===== config.mk =====
export PLATFORM = sky130hd
export DESIGN_NAME = adder_result_accum
export DESIGN_NICKNAME = d
export VERILOG_FILES = /design/src/rtl/adder_result_accum.sv
export SDC_FILE = /design/constraint.sdc
export NUM_CORES = 1
export LEC_CHECK = 0
export CORE_UTILIZATION = 60
export DETAILED_ROUTE_END_ITERATION = 8
export PLACE_DENSITY_LB_ADDON = 0.3
export SLEW_MARGIN = 5
export SYNTH_ARGS = -nofsm -noshare
export SYNTH_HDL_FRONTEND = slang
export SYNTH_SLANG_ARGS = --single-unit

===== constraint.sdc =====
create_clock -name clk -period 10.4 [get_ports clk]
set_clock_uncertainty 0.2 [all_clocks]
set_input_delay 2.08 -clock clk [delete_from_list [all_inputs] [get_ports clk]]
set_output_delay 2.08 -clock clk [all_outputs]
set_load 0.01 [all_outputs]

===== src/rtl/adder_result_accum.sv =====
// Result accumulator behind the pipelined 8-bit adder: groups ACC_N results into
// blocks (saturating sum plus maximum) and hands them out through a 2-entry FIFO.
module adder_result_accum #(
    parameter int ADD_LAT = 2,
    parameter int ACC_N   = 8,
    parameter int ACC_W   = 16
) (
    input  logic             clk,
    input  logic             srst,
    input  logic             in_vld,
    input  logic [7:0]       add_dout,
    input  logic             add_cout,
    output logic [ACC_W-1:0] res_sum,
    output logic [8:0]       res_max,
    output logic             res_sat,
    output logic             res_vld,
    input  logic             res_rdy,
    output logic             drop_err,
    output logic             busy
);

    localparam int CNT_W = (ACC_N > 1) ? $clog2(ACC_N) : 1;

    typedef struct packed {
        logic [ACC_W-1:0] sum;
        logic [8:0]       mx;
        logic             sat;
    } entry_t;

    logic [ADD_LAT-1:0] v;
    logic [ACC_W-1:0]   acc;
    logic [8:0]         mx;
    logic               sat;
    logic [CNT_W-1:0]   cnt;

    logic               sample;
    logic [8:0]         val;
    logic [ACC_W:0]     ext;
    logic               ovf;
    logic [ACC_W-1:0]   acc_nxt;
    logic [8:0]         mx_nxt;
    logic               last;

    entry_t             mem [2];
    entry_t             head;
    logic               wr_ptr;
    logic               rd_ptr;
    logic [1:0]         fcnt;
    logic               full;
    logic               push;
    logic               pop;
    logic               wr_en;

    // The extra top bit of ext catches the single possible carry out of acc.
    always_comb begin
        sample  = v[ADD_LAT-1];
        val     = {add_cout, add_dout};
        ext     = {1'b0, acc} + {{(ACC_W-8){1'b0}}, val};
        ovf     = ext[ACC_W];
        acc_nxt = ovf ? '1 : ext[ACC_W-1:0];
        mx_nxt  = (val > mx) ? val : mx;
        last    = sample && (cnt == CNT_W'(ACC_N - 1));
        push    = last;
        full    = (fcnt == 2'd2);
        pop     = res_vld && res_rdy;
        wr_en   = push && (!full || pop);
    end

    // NOTE: sequential state uses non-blocking assignments so every register
    // samples pre-edge values, independent of statement order.
    always_ff @(posedge clk) begin
        if (srst) begin
            v        <= '0;
            acc      <= '0;
            mx       <= '0;
            sat      <= 1'b0;
            cnt      <= '0;
            wr_ptr   <= 1'b0;
            rd_ptr   <= 1'b0;
            fcnt     <= 2'd0;
            drop_err <= 1'b0;
        end else begin
            v[0] <= in_vld;
            for (int i = 1; i < ADD_LAT; i++) begin
                v[i] <= v[i-1];
            end

            if (sample) begin
                if (last) begin
                    acc <= '0;
                    mx  <= '0;
                    sat <= 1'b0;
                    cnt <= '0;
                end else begin
                    acc <= acc_nxt;
                    mx  <= mx_nxt;
                    sat <= sat | ovf;
                    cnt <= cnt + 1'b1;
                end
            end

            if (wr_en) wr_ptr <= ~wr_ptr;
            if (pop)   rd_ptr <= ~rd_ptr;
            if (wr_en && !pop)      fcnt <= fcnt + 2'd1;
            else if (!wr_en && pop) fcnt <= fcnt - 2'd1;

            if (push && full && !pop) drop_err <= 1'b1;
        end
    end

    // NOTE: FIFO storage carries no reset; the occupancy count gates every read.
    always_ff @(posedge clk) begin
        if (wr_en) begin
            mem[wr_ptr] <= '{sum: acc_nxt, mx: mx_nxt, sat: sat | ovf};
        end
    end

    always_comb begin
        head    = mem[rd_ptr];
        res_vld = (fcnt != 2'd0);
        res_sum = res_vld ? head.sum : '0;
        res_max = res_vld ? head.mx  : '0;
        res_sat = res_vld ? head.sat : 1'b0;
        busy    = (|v) || (cnt != '0);
    end

endmodule


==> reports/summary.txt <==
First-pass GRT wire length = 14100 um
Max frequency = 0.213 GHz
Ports = 42
Hold path startpoint = v[0]
Place WS = 5.36 ns
GR met1 Demand/Resource = 0.335
Wire per inst = 16.2 um
Synth area leader = edfxtp_1
Number of buffers inserted by port buffering = 41
Slowest stage delay, CP = 0.48 ns
Period utilisation layout = 0.452
Routability Congestion = 0.888
Slew margin rel. = 0.354
Setup bufs post-CTS = 0
Hold Crit Class = reg -> reg
CP Buf/Inv Count = 1
Synth Net Count = 451
Most Crowded Layer GR = met2
Iteration-0 DRC Markers = 240
Critical Path AT = 4.61 ns
Top cell type's share of synthesized area = 0.344
WL final = 9010 um
Largest cells by area after synthesis = edfxtp_1 (34%), dfxtp_1 (16%), mux2i_1 (6.8%), ha_1 (6.1%), nor2_1 (3.6%)
Hpwl dp = 6480 um
Final setup fails = 0
Number of global-route vias before repair = 2963
DRC = 0
Site row count = 31
Worst Hold Depth = 1
H-tree depth = 3
Total congestion overflow = 0
Longest Clk Path Bufs = 2
CTS Sinks = 89
Final Non-Filler Cells = 555
Largest net degree at the start of global routing = 28
Distinct cell type count after synthesis = 64
Total GRT Usage = 0.243
Post-synth EDFFs = 52
Crit Path Max Fanout = 19
Async SR Flop Fraction = 0
PnR worst setup slack = 5.70 ns
Mapped Avg Cell Area = 10.9 um2
TritonCTS Buffers = 9
Total power = 751 uW
Iteration count of the initial detailed-routing pass = 5
Leak = 0.00189 uW
Reg2reg end = mem[0][24]
Placed Cells = 539
Register Area = 2300 um2
Seq/Total Area, Yosys = 0.507
Type of origin of the critical path = input port
Synthesized area = 4540 um2
Fin Setup TNS = 0 ns
CTS tree = yes
FF-to-FF path depth = 7
Vias = 3245
Drt via density = 5.85
Clock root cell = clkbuf_8
Family with the most delay on the worst path = compound AO/OA/AOI/OAI gates
Die Y = 89.0 um
Post-CTS resize count = 0
Final core utilization = 0.716
Worst Tran Pin Value = 0.966 ns
Later-pin clock latency in the skew report = 0.35 ns
Area grow syn2layout = 14.9%
Clock-pin slew on the worst setup and hold paths = 0.09 ns
CORE AREA = 7290 um2
Outcome = completed
Crit path capture type = flop
Pwr Density = 144 nW/um2
Slew Viols, Final = 0
Area of the multi-input gates = 2060 um2
RSZ-0062 raised after global routing = false
CP Data Required Time = 10.31 ns
Critical R2R Launch = acc[0]
Ys Warns = 0
Layout net count = 487
Prevailing post-synth register cell = edfxtp_1
Most common cell after layout, fill and taps aside = edfxtp_1
Die span in x = 89.0 um
Crit path time final = 4.70 ns
Routed Antenna Nets = 0
Starting density of the core = 0.623
Worst Setup Path Type = in -> reg
Max-cap viol count = 0
Seq cells post-synth = 89
Die ar. = 7920 um2
Critical Path Stages = 8
Initial antenna violation count = 0
Most frequent cells in the layout = edfxtp_1 (52), nor2_1 (43), clkdlybuf4s50_1 (41)
Maximum vdd drop = 61.3 uV
Fill count = 578
Cts hold-fix bufs = 0
Routing usage on met3 = 0.0508
Final hold violations = 0
Synth Instances = 415
GR Util met2 = 0.390
Slowest cell on the critical path = clkdlybuf4s50_1
R2r setup slk = 7.63 ns
Hold endpoint = v[1]
Crit-path cells = clkdlybuf4s50_1 -> ha_1 -> fa_1 -> a21o_1 -> a221oi_4 -> o211ai_4 -> nand3_1 -> mux2_2
# diodes = 0
Layout cell share with drive strength beyond 1 = 0.0943
-- registers in the layout, indices dropped and copies added (netlist names), 2 cells and up, named ones only --
name	count
mem	52
mx	9
acc	16
cnt	3
v	2
fcnt	2
-- final cells by class --
class                      count  area share
clock inverter                 6      0.0139
multi-input combinational    281       0.394
clock buffer                  10      0.0244
tap                           99      0.0237
timing repair buffer          46      0.0858
inverter                      24      0.0173
sequential                    89       0.441
-- cell families (layout without fill, tap and decap cells) --
family	Yosys count	count (layout)	share of synthesized area
and+or+nand+nor	114	114	0.123
AOI/OAI and AO/OA	91	91	0.148
DFF	89	89	0.507
buffers and inverters	45	86	0.0416
muxes	40	40	0.0906
adders and majority gates	23	23	0.0650
xor gates and xnor gates	13	13	0.0251
-- layer usage --
| layer | up-vias | part of all wire |
|---|---|---|
| li1 | 1594 | - |
| met1 | 1545 | 0.47 |
| met2 | 97 | 0.47 |
| met3 | 9 | 0.048 |
| met4 | 0 | 0.011 |
| met5 | - | 0 |
-- worst max-delay path by stage --
stage	startpoint	to
after floorplan	res_rdy	mem[0][0]
after global placement	add_dout[0]	mem[0][24]
after detailed placement	add_dout[0]	mem[0][24]
after CTS	add_dout[0]	mem[0][24]
after global routing	add_dout[0]	mem[0][23]
final	add_dout[0]	mem[0][24]
-- Yosys cell counts (4+ instances only) --
cell type / instances
a21o_1: 5
nor2_1: 43
edfxtp_1: 52
mux2_2: 9
clkbuf_1: 11
nand3_1: 11
nor3_1: 4
xnor2_1: 8
ha_1: 22
nor3b_1: 6
o21ai_0: 13
xor2_1: 5
nand2_1: 22
a21oi_1: 22
buf_2: 7
a22o_1: 9
a31oi_1: 6
inv_1: 24
nand2b_1: 4
and3_1: 5
dfxtp_1: 37
mux2i_1: 31
-- report_power, final --
part	internal (uW)	total, uW	switching [uW]
Combinational	59.8	128	68.4
Clock	114	238	124
Sequential	380	385	5.45
Total	553	751	198
-- metrics by stage --
step / hold WS [ns] / cell area [um2]
floorplan: 0.229 / 4540
global placement: 0.242 / 5020
detailed placement: 0.256 / 5020
CTS: 0.273 / 5220
global route: 0.275 / 5220
finish: 0.267 / 5220
(Power assumes the default switching activity.)
